### src/rtl/kmeans_point_store_if.sv
// Point-store bus: load handshake, read port, label write port, change counter.
interface kmeans_point_store_if #(
  parameter int CW = 8,
  parameter int LW = 3,
  parameter int AW = 6
);
  logic          ld_valid;
  logic          ld_ready;
  logic [CW-1:0] ld_x;
  logic [CW-1:0] ld_y;
  logic [CW-1:0] ld_z;
  logic          loaded;
  logic [AW-1:0] raddr;
  logic          rd_en;
  logic [CW-1:0] x;
  logic [CW-1:0] y;
  logic [CW-1:0] z;
  logic [LW-1:0] label;
  logic          lvalid;
  logic          rvalid;
  logic          we;
  logic [AW-1:0] waddr;
  logic [LW-1:0] wlabel;
  logic          pass_clr;
  logic [AW:0]   changes;

  modport master (
    output ld_valid, ld_x, ld_y, ld_z,
    output raddr, rd_en,
    output we, waddr, wlabel, pass_clr,
    input  ld_ready, loaded,
    input  x, y, z, label, lvalid, rvalid,
    input  changes
  );

  modport slave (
    input  ld_valid, ld_x, ld_y, ld_z,
    input  raddr, rd_en,
    input  we, waddr, wlabel, pass_clr,
    output ld_ready, loaded,
    output x, y, z, label, lvalid, rvalid,
    output changes
  );
endinterface

### src/rtl/kmeans_point_store.sv
// K-means point store: 3-axis coordinates plus per-point labels.
// Define KPS_CHANGE_CNT_EN to build the per-pass label-change counter.
module kmeans_point_store #(
  parameter int N  = 41,
  parameter int CW = 8,
  parameter int LW = 3,
  parameter int AW = 6
) (
  input logic                 clk,
  input logic                 rst_n,
  kmeans_point_store_if.slave bus
);

  localparam logic [AW:0]   NL   = (AW+1)'(N);
  localparam logic [AW-1:0] LAST = AW'(N-1);

  logic [CW-1:0] xm [N];
  logic [CW-1:0] ym [N];
  logic [CW-1:0] zm [N];
  logic [LW-1:0] lm [N];

  logic [N-1:0]  lv_q;
  logic [AW-1:0] wp_q;
  logic          loaded_q;
  logic [CW-1:0] x_q;
  logic [CW-1:0] y_q;
  logic [CW-1:0] z_q;
  logic [LW-1:0] label_q;
  logic          lvalid_q;
  logic          rvalid_q;

  logic ld_acc;
  logic r_ok;
  logic w_ok;

  assign ld_acc = bus.ld_valid && !loaded_q;
  assign r_ok   = {1'b0, bus.raddr} < NL;
  assign w_ok   = bus.we && loaded_q &&
                  ({1'b0, bus.waddr} < NL);

  // Storage arrays are deliberately unreset; valid bits gate them.
  always_ff @(posedge clk) begin
    if (ld_acc) begin
      xm[wp_q] <= bus.ld_x;
      ym[wp_q] <= bus.ld_y;
      zm[wp_q] <= bus.ld_z;
    end
    if (w_ok) begin
      lm[bus.waddr] <= bus.wlabel;
    end
  end

  always_ff @(posedge clk or negedge rst_n) begin
    if (!rst_n) begin
      wp_q     <= '0;
      loaded_q <= 1'b0;
      lv_q     <= '0;
      x_q      <= '0;
      y_q      <= '0;
      z_q      <= '0;
      label_q  <= '0;
      lvalid_q <= 1'b0;
      rvalid_q <= 1'b0;
    end else begin
      if (ld_acc) begin
        if (wp_q == LAST) begin
          loaded_q <= 1'b1;
        end else begin
          wp_q <= wp_q + 1'b1;
        end
      end
      if (w_ok) begin
        lv_q[bus.waddr] <= 1'b1;
      end
      rvalid_q <= bus.rd_en;
      if (bus.rd_en) begin
        if (r_ok) begin
          x_q      <= xm[bus.raddr];
          y_q      <= ym[bus.raddr];
          z_q      <= zm[bus.raddr];
          label_q  <= lm[bus.raddr];
          lvalid_q <= lv_q[bus.raddr];
        end else begin
          x_q      <= '0;
          y_q      <= '0;
          z_q      <= '0;
          label_q  <= '0;
          lvalid_q <= 1'b0;
        end
      end
    end
  end

  assign bus.ld_ready = !loaded_q;
  assign bus.loaded   = loaded_q;
  assign bus.x        = x_q;
  assign bus.y        = y_q;
  assign bus.z        = z_q;
  assign bus.label    = label_q;
  assign bus.lvalid   = lvalid_q;
  assign bus.rvalid   = rvalid_q;

`ifdef KPS_CHANGE_CNT_EN
  logic [AW:0] changes_q;
  logic [AW:0] changes_d;
  logic        counted;

  // Unlabelled points count as a change on their first write.
  always_comb begin
    counted   = w_ok && (!lv_q[bus.waddr] ||
                (lm[bus.waddr] != bus.wlabel));
    changes_d = changes_q;
    if (bus.pass_clr) begin
      changes_d = '0;
    end else if (counted && changes_q != NL) begin
      changes_d = changes_q + 1'b1;
    end
  end

  always_ff @(posedge clk or negedge rst_n) begin
    if (!rst_n) begin
      changes_q <= '0;
    end else begin
      changes_q <= changes_d;
    end
  end

  assign bus.changes = changes_q;
`else
  logic unused_pass_clr;
  assign unused_pass_clr = bus.pass_clr;
  assign bus.changes     = '0;
`endif

endmodule

### src/flat_wrapper.sv
// flat-port wrapper written by rule: the top's interface ports become plain ports
module kmeans_point_store_flat 
#(
  parameter int N  = 41,
  parameter int CW = 8,
  parameter int LW = 3,
  parameter int AW = 6
)
  (clk, rst_n, bus_ld_valid, bus_ld_x, bus_ld_y, bus_ld_z, bus_raddr, bus_rd_en, bus_we, bus_waddr, bus_wlabel, bus_pass_clr, bus_ld_ready, bus_loaded, bus_x, bus_y, bus_z, bus_label, bus_lvalid, bus_rvalid, bus_changes);
  kmeans_point_store_if #(.CW(CW), .LW(LW), .AW(AW)) bus_i ();
  input logic clk;
  input logic rst_n;
  input wire logic [$bits(bus_i.ld_valid)-1:0] bus_ld_valid;
  input wire logic [$bits(bus_i.ld_x)-1:0] bus_ld_x;
  input wire logic [$bits(bus_i.ld_y)-1:0] bus_ld_y;
  input wire logic [$bits(bus_i.ld_z)-1:0] bus_ld_z;
  input wire logic [$bits(bus_i.raddr)-1:0] bus_raddr;
  input wire logic [$bits(bus_i.rd_en)-1:0] bus_rd_en;
  input wire logic [$bits(bus_i.we)-1:0] bus_we;
  input wire logic [$bits(bus_i.waddr)-1:0] bus_waddr;
  input wire logic [$bits(bus_i.wlabel)-1:0] bus_wlabel;
  input wire logic [$bits(bus_i.pass_clr)-1:0] bus_pass_clr;
  output wire logic [$bits(bus_i.ld_ready)-1:0] bus_ld_ready;
  output wire logic [$bits(bus_i.loaded)-1:0] bus_loaded;
  output wire logic [$bits(bus_i.x)-1:0] bus_x;
  output wire logic [$bits(bus_i.y)-1:0] bus_y;
  output wire logic [$bits(bus_i.z)-1:0] bus_z;
  output wire logic [$bits(bus_i.label)-1:0] bus_label;
  output wire logic [$bits(bus_i.lvalid)-1:0] bus_lvalid;
  output wire logic [$bits(bus_i.rvalid)-1:0] bus_rvalid;
  output wire logic [$bits(bus_i.changes)-1:0] bus_changes;
  assign bus_i.ld_valid = bus_ld_valid;
  assign bus_i.ld_x = bus_ld_x;
  assign bus_i.ld_y = bus_ld_y;
  assign bus_i.ld_z = bus_ld_z;
  assign bus_i.raddr = bus_raddr;
  assign bus_i.rd_en = bus_rd_en;
  assign bus_i.we = bus_we;
  assign bus_i.waddr = bus_waddr;
  assign bus_i.wlabel = bus_wlabel;
  assign bus_i.pass_clr = bus_pass_clr;
  assign bus_ld_ready = bus_i.ld_ready;
  assign bus_loaded = bus_i.loaded;
  assign bus_x = bus_i.x;
  assign bus_y = bus_i.y;
  assign bus_z = bus_i.z;
  assign bus_label = bus_i.label;
  assign bus_lvalid = bus_i.lvalid;
  assign bus_rvalid = bus_i.rvalid;
  assign bus_changes = bus_i.changes;
  kmeans_point_store #(.N(N), .CW(CW), .LW(LW), .AW(AW)) u_core (.clk(clk), .rst_n(rst_n), .bus(bus_i));
endmodule
### config.mk
export PLATFORM = sky130hd
export DESIGN_NAME = kmeans_point_store_flat
export DESIGN_NICKNAME = d
export VERILOG_FILES = /design/src/rtl/kmeans_point_store_if.sv /design/src/rtl/kmeans_point_store.sv /design/src/flat_wrapper.sv
export SDC_FILE = /design/constraint.sdc
export NUM_CORES = 1
export LEC_CHECK = 0
export ABC_AREA = 0
export CORE_UTILIZATION = 28
export DETAILED_ROUTE_END_ITERATION = 10
export PLACE_DENSITY_LB_ADDON = 0.25
export SLEW_MARGIN = 10
export SYNTH_ARGS = -nofsm -noshare
export SYNTH_HDL_FRONTEND = slang
export SYNTH_SLANG_ARGS = --single-unit
### constraint.sdc
create_clock -name clk -period 7.9 [get_ports clk]
set_input_delay 2.37 -clock clk [delete_from_list [all_inputs] [get_ports clk]]
set_output_delay 2.37 -clock clk [all_outputs]
set_load 0.01 [all_outputs]
# Word level (Yosys, flattened, before mapping)
# Memory sizes are Yosys's and may differ from the RTL's.
# Cells that the tools add are included.
dict set report classes {
  order_cmp 5
  add_sub_neg 1
  bitwise_logic 2
  muxes 13
  n_eq_ne 1
  reduce_logical 7
}
# cell count
set op_table {}
lappend op_table {{OR 41 bit} 1}
lappend op_table {{two-way mux 8 bit} 3}
lappend op_table {{less-than comparator 6 x 7 -> 1 bit (second input constant)} 2}
lappend op_table {{less-than comparator 6 bit (second input constant)} 2}
lappend op_table {{two-way mux 1 bit} 7}
lappend op_table {{adder 6 x 1 -> 6 bit (second input constant)} 1}
lappend op_table {{binary-select mux 1 bit (select 6 bit)} 1}
lappend op_table {{demux 1 bit (select 6 bit)} 1}
lappend op_table {{equality test 6 bit (second input constant)} 1}
lappend op_table {{>= comparator 6 x 1 -> 1 bit (second input constant)} 1}
lappend op_table {{logical AND 1 bit} 4}
lappend op_table {{AND reduction 2 bit} 2}
lappend op_table {{two-way mux 3 bit} 1}
lappend op_table {{zero test 1 bit} 1}
lappend op_table {{inverter 1 bit} 1}
dict set report word_totals {
  regBits 77
  in_bits 45
  ram_bits 1107
  mem_count 4
  output_inout_bits 38
}
# name words word_bits read_ports rd_ports_with_merged_regs write_ports line_no
set mem_list {}
lappend mem_list {u_core.xm 41 8 1 0 1 kmeans_point_store.sv:17} ;# logic [CW-1:0] xm [N];
lappend mem_list {u_core.ym 41 8 1 0 1 kmeans_point_store.sv:18} ;# logic [CW-1:0] ym [N];
lappend mem_list {u_core.zm 41 8 1 0 1 kmeans_point_store.sv:19} ;# logic [CW-1:0] zm [N];
lappend mem_list {u_core.lm 41 3 1 0 1 kmeans_point_store.sv:20} ;# logic [LW-1:0] lm [N];

# Depth between registers and ports, before layout
# Gate-level depths: netlist (run 1).
dict set report logic_depth {
  depth_word 5
  depth_mapped 9
  depth_no_buf 5
}

# Worst setup path after synthesis (run 1)
# Ideal clock, no wire load.
dict set report synth_timing {
  path_kind {input-to-reg}
  startpoint {input bus_ld_valid}
  endpoint {memory u_core.xm[31][0], enable pin}
  slack_ns 3.328
  path_stages 5
  arrival_time_ns 4.167
  cell_sequence {nor2b_1 and2_1 clkbuf_1 nand3_1 nor2_1}
}
dict set report synth_between {
  elab_chain_len 3
}
# element line_no
set synth_lines {}
lappend synth_lines {{from (decl)} flat_wrapper.sv:13} ;# input wire logic [$bits(bus_i.ld_valid)-1:0] bus_ld_valid;
lappend synth_lines {{logical AND 1 bit} kmeans_point_store.sv:36} ;# assign ld_acc = bus.ld_valid && !loaded_q;
lappend synth_lines {{two-way mux 1 bit} kmeans_point_store.sv:43} ;# if (ld_acc) begin
lappend synth_lines {{two-way mux 1 bit (not written as such)} kmeans_point_store.sv:44} ;# xm[wp_q] <= bus.ld_x;
lappend synth_lines {{to (decl)} kmeans_point_store.sv:17}
# Every way passes these cells.

# Worst setup path in the final report (run 1)
dict set report layout_timing {
  startpoint {input bus_raddr[4]}
  endpoint {register u_core.x_q[2] (netlist: u_core.bus.x[2])}
}
dict set report layout_between {
  elab_chain_len 2
  word_cells_on_any_way 3
  cone_classes {order compare: 1; mux: 1; memory: 1}
}
# element line_no
set layout_lines {}
lappend layout_lines {{from (decl)} flat_wrapper.sv:17} ;# input wire logic [$bits(bus_i.raddr)-1:0] bus_raddr;
lappend layout_lines {{memory read (41 x 8 bit) / less-than comparator 6 bit (equally long branches)} --}
lappend layout_lines {{two-way mux 8 bit (*)} kmeans_point_store.sv:77} ;# if (r_ok) begin
lappend layout_lines {{to (signal assigned)} kmeans_point_store.sv:78} ;# x_q <= xm[bus.raddr];
lappend layout_lines {{to (decl)} kmeans_point_store.sv:25} ;# logic [CW-1:0] x_q;
# Mark *: on every way between the ends. The rest lies on a longest branch, timed or not.
# A chain may end at the register's enable or synchronous reset.

==> impl_results.md, run 1 <==
- Hpwl dp: 65500 um
- Nets: 2383
- H-Tree Depth: 3
- Routed vias: 21700
- Max Freq: 204 MHz
- R2R setup slack: 5.00 ns
- Root buf cell: clkbuf_16
- Crit-path slowest cell: clkdlybuf4s50_1
- Clock power share: 40.8%
- Iter 0 DRT Violations: 1910
- Post-synth cell types: 54
- Max-slew violation count: 0
- Syn Inst Count: 2178
- Number of antenna diodes: 0
- Clock skew: 0.0227 ns
- Worst-Skew Late Latency: 0.72 ns
- CTS tree: yes
- Launch point of the worst path: bus_raddr[4]
- Comb power frac: 5.3%
- Drt via density: 4.71
- Synthesis Warnings: 0
- Clk sinks: 1184
- Crit path depth: 6
- RSZ-0062 raised after global routing: false
- Kind of critical path: primary input to flop
- P per Cell Area: 243 mW/mm^2
- DRT Wirelength: 115000 um
- Max-cap violation count: 0
- Synth Register Bits: 1184
- Hold slack: 0.462 ns
- Largest net degree at the start of global routing: 91
- Initial cell density of the core: 28.2%
- Leakage: 16.7 nW
- Std cell rows: 148
- Share of cells above drive strength 1: 26.5%
- Wirelength per Cell: 24.9 um
- Grt total ovfl: 0
- Hold crit path type: flop to flop
- Initial antenna violation count: 9
- Syn Std Cell Area: 0.0458 mm^2
- Ys flop type: edfxtp_1
- DRC: 0
- Async S/R FF share, synth: 6.50%
- Pre-antenna DRT Iters: 8
- Hold Buf Count CTS: 0
- Net Sw Frac: 21.3%
- DIE AREA: 0.165 mm^2
- Max-slew headroom: 32.1%
- Slew @ Worst Pin: 1.02 ns
- Design Power: 12.9 mW
- Total CTS buffers: 114
- Core ar.: 0.163 mm^2
- Worst EP arrival: 5.54 ns
- Worst reg2reg endpoint: u_core.zm[31][3]$_DFFE_PP_
- Crit end category: flop
- Post-CTS Resized: 0
- Status: finished clean
- CTS max path bufs: 3
- Flop pwr share: 53.9%
- Design area: 0.0530 mm^2
- Number of I/O pins: 83
- Post-synth EDFFs: 1107
- Post-CTS Setup Inserts: 0
- Die W: 407 um
- CP Capture Point: u_core.bus.x[2]$_DFFE_PN0P_
- Final TNS setup: 0 ns
- Worst vdd ir: 0.000167 V
- Number of port buffers: 74
- Tmin final: 4.91 ns
- Delay-heaviest family, CP: compound AO/OA/AOI/OAI gates
- Int Power: 10.1 mW
- Critical-path maximum fanout: 18
- Routed Antenna Nets: 0
- Switching power: 2.74 mW
- Worst R2R Start: u_core.bus.loaded$_DFFE_PN0P_
- Critical path cell sequence: clkdlybuf4s50_1 -> or3b_2 -> o22ai_1 -> a211oi_1 -> nand2_1 -> o221ai_2
- Max incr delay on CP: 0.88 ns
- Final Util: 32.6%
- Gr usage total: 13.9%
- Syn_area_per_cell: 21.0 um^2
- DP Area: 0.0494 mm^2
- First-pass GRT wire length: 165000 um
- Final setup vio count: 0
- Vias in the first global route: 22900
- GPL Wtd Cong: 0.758
- R2R cell count: 5
- Register area share after synthesis: 76.7%
- Clock slew at reported path FFs: 0.06 ns
- Final Hold Fails: 0
- Sum of buffers and inverters on the critical path: 1
- Worst setup SP type: primary input
- Fin crit share: 62.2%
- P&R area growth vs syn: 15.6%
- WP data required: 8.53 ns
- Die H: 407 um
sequential cells by signal (all words and copies together), names as in the netlist, 6 cells and up:
name	cells
u_core.xm	328
u_core.ym	328
u_core.zm	328
u_core.lm	123
u_core.lv_q	41
u_core.bus.x	8
u_core.bus.y	8
u_core.bus.z	8
u_core.wp_q	6
how the worst min path moves through the flow:
stage	slack (ns)	endpoint	from	cells past startpoint
2_1_floorplan	0.43	u_core.lv_q[10]$_DFFE_PN0N_	u_core.lv_q[10]$_DFFE_PN0N_	1
3_3_place_gp	0.44	u_core.lv_q[14]$_DFFE_PN0N_	u_core.lv_q[14]$_DFFE_PN0N_	1
3_5_place_dp	0.45	u_core.lv_q[8]$_DFFE_PN0N_	u_core.lv_q[8]$_DFFE_PN0N_	1
4_1_cts	0.46	u_core.lv_q[8]$_DFFE_PN0N_	u_core.lv_q[8]$_DFFE_PN0N_	1
5_1_grt	0.47	u_core.lv_q[29]$_DFFE_PN0N_	u_core.lv_q[29]$_DFFE_PN0N_	1
6_report	0.46	u_core.lv_q[8]$_DFFE_PN0N_	u_core.lv_q[8]$_DFFE_PN0N_	1
area by class of cell:
| type | count | area (um^2) |
|---|---|---|
| Multi-Input combinational cell | 847 | 9980 |
| Clock buffer | 151 | 3100 |
| Fill cell | 15500 | 110000 |
| Clock inverter | 57 | 463 |
| Sequential cell | 1184 | 35200 |
| Timing Repair Buffer | 164 | 1470 |
| Tap cell | 2175 | 2720 |
| Inverter | 25 | 93.8 |
metrics by stage:
stage,cells,worst slack [ns]
global placement,4395,2.24
global route,4603,2.82
finish,4603,2.99
floorplan,2184,3.33
detailed placement,4395,2.24
CTS,4603,3.02
cells in the final DEF, fill, tap and decap left out, types with 27 or more instances in the layout:
cell and count:
edfxtp_1 1107, mux4_2 269, clkbuf_16 117, buf_4 88
mux2i_1 81, dfrtp_1 77, nor2_1 71, clkdlybuf4s50_1 68
nand2_1 67, or2_2 42, nor2_2 41, clkbuf_1 30
a21oi_1 27
synth_stat cells (24+ instances only):
master	number	area (um^2)
a21oi_1	27	135
buf_2	39	195
nand2_1	67	251
nor2_1	113	424
inv_1	25	93.8
mux2i_1	81	811
edfxtp_1	1107	33200
dfrtp_1	77	1930
mux4_2	269	6060
o22ai_1	24	150
buf_4	32	240
or2_2	42	263
a211oi_1	24	180
clkbuf_1	40	150
per-layer routing:
layer,vias to the layer above,track usage [%],share of wire [%]
met1,11600,18.3,43
met2,574,23.1,49
met3,175,2.54,5.7
met5,-,0,0.070
li1,9303,-,-
met4,14,4.52,2.6
worst register-to-register path: stages (launching register included):
cell and delay (ns):
dfrtp_1 0.51, nor2b_1 0.28, and2_1 0.24, nand3_1 0.38, nor2_2 0.74, buf_4 0.41
power by group through the flow:
stage	clock network, mW	registers [mW]	logic, mW
after floorplan	0	7.07	0.387
after global placement	0	7.08	0.684
after detailed placement	0	7.08	0.699
after CTS	5.39	6.95	0.701
after global routing	5.60	6.95	0.742
final	5.25	6.95	0.686
cells by family (layout without fill, tap and decap cells):
| group | after synthesis | count (layout) | synth area share [%] |
|---|---|---|---|
| flops | 1184 | 1184 | 76.7 |
| mux | 361 | 361 | 15.3 |
| simple gates | 290 | 290 | 3.03 |
| compound gates | 184 | 184 | 3.06 |
| buf+inv | 153 | 397 | 1.82 |
| xor+xnor | 3 | 3 | 0.0573 |
| fa+ha+maj | 2 | 2 | 0.0546 |
| other cells | 1 | 7 | 0.00818 |
Power figures use the tool's default switching activity.
==> inputs of run 2 (changes only) <==
Clock period 7.9 ns to 4.9 ns, I/O delays scaled along.
==> impl_results.md, run 2 (synthesis results as in run 1) <==
- Worst vdd ir: 0.000241 V (+44%)
- DIE AREA: 0.165 mm^2 (unchanged)
- Max Freq: 275 MHz
- Die W: 407 um (unchanged)
- First-pass GRT wire length: 166000 um (+0.82%)
- Max-slew violation count: 0 (unchanged)
- Wirelength per Cell: 24.5 um (-1.8%)
- Comb power frac: 5.4% (about the same)
- Largest regs: u_core.xm: 328 flops, u_core.ym: 328 flops, u_core.zm: 328 flops
- Share of cells above drive strength 1: 27.8% (+1.3 points)
- GPL Wtd Cong: 0.749 (-1.2%)
- Worst-Skew Late Latency: 0.72 ns (about the same)
- Gr usage total: 13.9% (about the same)
- Net Sw Frac: 20.9% (-0.37 points)
- WP data required: 3.43 ns (-5.10 ns)
- Int Power: 16.9 mW (+66%)
- Root buf cell: clkbuf_16
- Hold Buf Count CTS: 0 (unchanged)
- Number of port buffers: 74 (unchanged)
- DRC: 0 (unchanged)
- Hold crit path type: flop to flop
- P per Cell Area: 398 mW/mm^2 (+64%)
- Number of I/O pins: 83 (unchanged)
- Kind of critical path: flop to output pin
- DRT Wirelength: 114000 um (-0.84%)
- Routed vias: 21900 (+1.2%)
- Commonest non-fill, non-tap cell in the layout: edfxtp_1
- Leakage: 17.1 nW (+2.1%)
- H-Tree Depth: 3 (unchanged)
- Max-cap violation count: 0 (unchanged)
- RSZ-0062 raised after global routing: false
- Initial cell density of the core: 28.2% (unchanged)
- Initial antenna violation count: 5 (-4)
- Clock slew at reported path FFs: 0.06 ns (about the same)
- Clk sinks: 1184 (unchanged)
- Commonest non-fill, non-tap cells in the layout: edfxtp_1, mux4_2, clkbuf_16
- Worst setup SP type: flop
- Tmin final: 3.64 ns
- CTS tree: yes
- Critical-path maximum fanout: 5 (-13)
- Pre-antenna DRT Iters: 5 (-3)
- Crit end category: output pin
- CTS max path bufs: 3 (unchanged)
- Core ar.: 0.163 mm^2 (unchanged)
- Clock power share: 42.1% (+1.3 points)
- Final TNS setup: 0 ns (unchanged)
- Final Hold Fails: 0 (unchanged)
- Drt via density: 4.72 (+0.24%)
- Post-CTS Setup Inserts: 0 (unchanged)
- Iter 0 DRT Violations: 1948 (+2.0%)
- Grt total ovfl: 0 (unchanged)
- Hold slack: 0.457 ns (-0.00476 ns)
- Worst Setup Slack, final: 1.26 ns (-1.73 ns)
- Status: finished clean
- Final setup vio count: 0 (unchanged)
- P&R area growth vs syn: 17.0%
- Hpwl dp: 68100 um (+4.0%)
- Place WS: 0.701 ns (-1.54 ns)
- Fillcell total: 15400 (-0.48%)
- Slew @ Worst Pin: 0.944 ns (-0.0718 ns)
- Fin crit share: 74.2%
- Flop pwr share: 52.5% (-1.4 points)
- Die H: 407 um (unchanged)
- Post-CTS Resized: 0 (unchanged)
- Std cell rows: 148 (unchanged)
- Nets: 2417 (+1.4%)
- Largest net degree at the start of global routing: 61 (-33%)
- Vias in the first global route: 23400 (+1.8%)
- Switching power: 4.47 mW (+63%)
- Clock skew: 0.0251 ns (+0.00237 ns)
- Worst EP arrival: 2.17 ns (-3.37 ns)
- Total CTS buffers: 114 (unchanged)
- Routed Antenna Nets: 0 (unchanged)
- Max-slew headroom: 37.1% (+4.9 points)
[run 2: worst max-delay path: stages, from the launching register on]
cell             delay [ns]
dfrtp_1                0.55
inv_1                  0.30
clkdlybuf4s50_1        0.60
[run 2: final cells by class]
class	count	area, um^2	share of cell area, %
flip-flops and latches	1184	35200	65.6
multi-input cells	847	9970	18.6
clock buffers	150	3090	5.77
well taps	2175	2720	5.07
repair buffers	198	1850	3.44
clock inverters	65	744	1.39
inverters	25	93.8	0.175
diodes	2	5.00	0.00933
[run 2: final timing paths]
| check | to | cells after the start | slack [ns] | from |
|---|---|---|---|---|
| max | bus_ld_ready | 2 | 1.26 | u_core.bus.loaded$_DFFE_PN0P_ |
| min | u_core.lv_q[6]$_DFFE_PN0N_ | 1 | 0.46 | u_core.lv_q[6]$_DFFE_PN0N_ |
| max reg2reg | u_core.zm[31][6]$_DFFE_PP_ | 5 | 2.25 | u_core.bus.loaded$_DFFE_PN0P_ |
| min reg2reg | u_core.lv_q[6]$_DFFE_PN0N_ | 1 | 0.46 | u_core.lv_q[6]$_DFFE_PN0N_ |
| max in group asynchronous | u_core.bus.z[3]$_DFFE_PN0P_ | 2 | 3.05 | rst_n |
| min in group asynchronous | u_core.lv_q[10]$_DFFE_PN0N_ | 1 | 0.90 | rst_n |
[run 2: metal layers]
metal	GRT usage (%)	share of wire, %	vias to the layer above
li1	-	-	9377
met1	19.0	45	11900
met2	22.8	49	500
met3	2.04	4.2	140
met4	4.23	2.3	8
met5	0	0.042	-
[run 2: power groups by stage]
stage	sequential, mW	clock, mW	combinational, mW
2_1_floorplan	11.4	0	0.625
3_3_place_gp	11.4	0	1.14
3_5_place_dp	11.4	0	1.16
4_1_cts	11.2	9.21	1.17
5_1_grt	11.2	9.55	1.24
6_report	11.2	8.98	1.14
[run 2: metrics by stage]
step | util [%] | cell area [um^2] | std cells | total power [mW]
5_1_grt | 33.0 | 53600 | 4645 | 22.0
3_5_place_dp | 30.6 | 49800 | 4429 | 12.6
3_3_place_gp | 30.6 | 49800 | 4429 | 12.5
6_report | 33.0 | 53600 | 4646 | 21.3
2_1_floorplan | - | 45900 | 2184 | 12.0
4_1_cts | 33.0 | 53600 | 4644 | 21.6
==> inputs of run 3 (changes only) <==
Clock period 4.9 ns to 3.4 ns, I/O delays scaled along.
==> impl_results.md, run 3 (synthesis results as in run 1) <==
- Routed vias: 22200 (+1.0%)
- Clock skew: 0.0354 ns (+0.0103 ns)
- Max-cap violation count: 0 (unchanged)
- Worst vdd ir: 0.000386 V (+60%)
- Delay-heaviest family, CP: buffers and inverters
- Largest regs: u_core.xm: 328 flops, u_core.ym: 328 flops, u_core.zm: 328 flops
- Largest net degree at the start of global routing: 78 (+28%)
- Vias in the first global route: 23800 (+1.9%)
- Hpwl dp: 72400 um (+6.3%)
- Cell total after placement: 4504 (+1.7%)
- P&R area growth vs syn: 20.3%
- Hold slack: 0.317 ns (-0.140 ns)
- Wirelength per Cell: 24.5 um (+0.17%)
- DRC: 0 (unchanged)
- Commonest non-fill, non-tap cells in the layout: edfxtp_1, mux4_2, clkbuf_16, buf_4, buf_12
- Routed Antenna Nets: 0 (unchanged)
- DRT Wirelength: 116000 um (+1.8%)
- Critical path cell sequence: inv_1 -> clkdlybuf4s50_1
- Worst-Skew Late Latency: 0.75 ns (+0.03 ns)
- Int Power: 24.4 mW (+44%)
- Total CTS buffers: 115 (+0.88%)
- Die H: 407 um (unchanged)
- Post-CTS Setup Inserts: 0 (unchanged)
- RSZ-0062 raised after global routing: false
- Launch point of the worst path: u_core.bus.loaded$_DFFE_PN0P_
- Initial cell density of the core: 28.2% (unchanged)
- Share of cells above drive strength 1: 30.5% (+2.7 points)
- Post-CTS Resized: 0 (unchanged)
- Clk sinks: 1184 (unchanged)
- Comb power frac: 5.7% (+0.3 points)
- Grt total ovfl: 0 (unchanged)
- Crit end category: output pin
- Hold crit path type: primary input to async pin
- GPL Wtd Cong: 0.774 (+3.4%)
- Core ar.: 0.163 mm^2 (unchanged)
- Crit-path slowest cell: clkdlybuf4s50_1
- Final Hold Fails: 0 (unchanged)
- WP data required: 2.38 ns (-1.05 ns)
- Fin crit share: 93.1%
- Root buf cell: clkbuf_16
- Critical-path maximum fanout: 5 (unchanged)
- Clock power share: 42.3% (+0.2 points)
- Pre-antenna DRT Iters: 5 (unchanged)
- Max incr delay on CP: 0.60 ns (about the same)
- Hold Buf Count CTS: 0 (unchanged)
- Max-slew headroom: 53.8% (+17 points)
- Place WS: -0.0979 ns (-0.799 ns)
- Sum of buffers and inverters on the critical path: 2 (unchanged)
- Status: finished clean
- Number of antenna diodes: 0 (-2)
- Number of I/O pins: 83 (unchanged)
- Fillcell total: 15300 (-0.34%)
- Kind of critical path: flop to output pin
- Worst R2R Start: u_core.bus.loaded$_DFFE_PN0P_
- Std cell rows: 148 (unchanged)
- Design Power: 31.0 mW (+45%)
- Worst setup SP type: flop
- Final Util: 33.9% (+0.91 points)
- Leakage: 17.7 nW (+3.7%)
- First-pass GRT wire length: 168000 um (+1.5%)
- Worst Setup Slack, final: 0.233 ns (-1.03 ns)
- H-Tree Depth: 3 (unchanged)
- Final setup vio count: 0 (unchanged)
- P per Cell Area: 563 mW/mm^2 (+42%)
- Number of port buffers: 74 (unchanged)
- Initial antenna violation count: 2 (-3)
- Tmin final: 3.17 ns
- Die W: 407 um (unchanged)
- Gr usage total: 14.1% (+0.22 points)
- Post-route insts no fill: 4720 (+1.6%)
- DIE AREA: 0.165 mm^2 (unchanged)
- CTS tree: yes
- Switching power: 6.65 mW (+49%)
- Final TNS setup: 0 ns (unchanged)
- Clock slew at reported path FFs: 0.07 ns (about the same)
- Iter 0 DRT Violations: 1915 (-1.7%)
- Commonest non-fill, non-tap cell in the layout: edfxtp_1
- Max-slew violation count: 0 (unchanged)
- Design area: 0.0551 mm^2 (+2.8%)
- DP Area: 0.0512 mm^2 (+2.8%)
- Nets: 2493 (+3.1%)
- Flop pwr share: 52.1% (-0.4 points)
- Slew @ Worst Pin: 0.693 ns (-0.251 ns)
- Drt via density: 4.70 (-0.58%)
- Worst EP arrival: 2.15 ns (-0.02 ns)
- Net Sw Frac: 21.4% (+0.50 points)
- Max Freq: 316 MHz
- CTS max path bufs: 3 (unchanged)
-- run 3: cell types whose count changed in the layout (fill, tap and decap cells not counted), sizes merged --
cell	delta
clkbuf	-6
buf	+75
clkinvlp	+5
clkinv	+4
diode	-2
bufinv	-2
-- run 3: power by group through the flow --
stage	clock network, mW	registers [mW]	logic (mW)
4_1_cts	13.4	16.1	1.79
3_5_place_dp	0	16.5	1.79
6_report	13.1	16.1	1.75
3_3_place_gp	0	16.4	1.75
2_1_floorplan	0	16.4	0.900
5_1_grt	13.9	16.1	1.89
-- run 3: worst paths after layout --
kind | to | slack (ns) | cells past startpoint
hold reg to reg | u_core.lv_q[4]$_DFFE_PN0N_ | 0.46 | 1
setup reg to reg | u_core.zm[26][6]$_DFFE_PP_ | 1.11 | 5
min in group clk | u_core.lv_q[4]$_DFFE_PN0N_ | 0.46 | 1
max in group asynchronous | u_core.bus.z[6]$_DFFE_PN0P_ | 2.60 | 2
setup / recovery | bus_ld_ready | 0.23 | 2
hold / removal | u_core.lv_q[9]$_DFFE_PN0N_ | 0.32 | 2
-- run 3: layout make-up --
| cell class | count | area (um^2) | area share [%] |
|---|---|---|---|
| sequential | 1184 | 35200 | 63.8 |
| multi-input combinational | 847 | 9970 | 18.1 |
| timing repair buffer | 273 | 3260 | 5.92 |
| clock buffer | 144 | 3120 | 5.66 |
| tap | 2175 | 2720 | 4.94 |
| clock inverter | 72 | 793 | 1.44 |
| inverter | 25 | 93.8 | 0.170 |
-- run 3: per-layer routing --
layer / vias up / GRT usage, % / wire, um
met5: - / 0 / 8
met4: 2 / 4.18 / 2590
met3: 162 / 1.93 / 5050
met2: 516 / 23.5 / 56900
met1: 12000 / 19.1 / 51000
li1: 9532 / - / -
-- run 3: worst reg2reg max path, stage by stage (launching register included) --
cell and delay [ns]:
dfrtp_1 0.52, nor2b_1 0.28, nor2b_1 0.31, nand2_1 0.31, nor2_2 0.35, buf_4 0.24
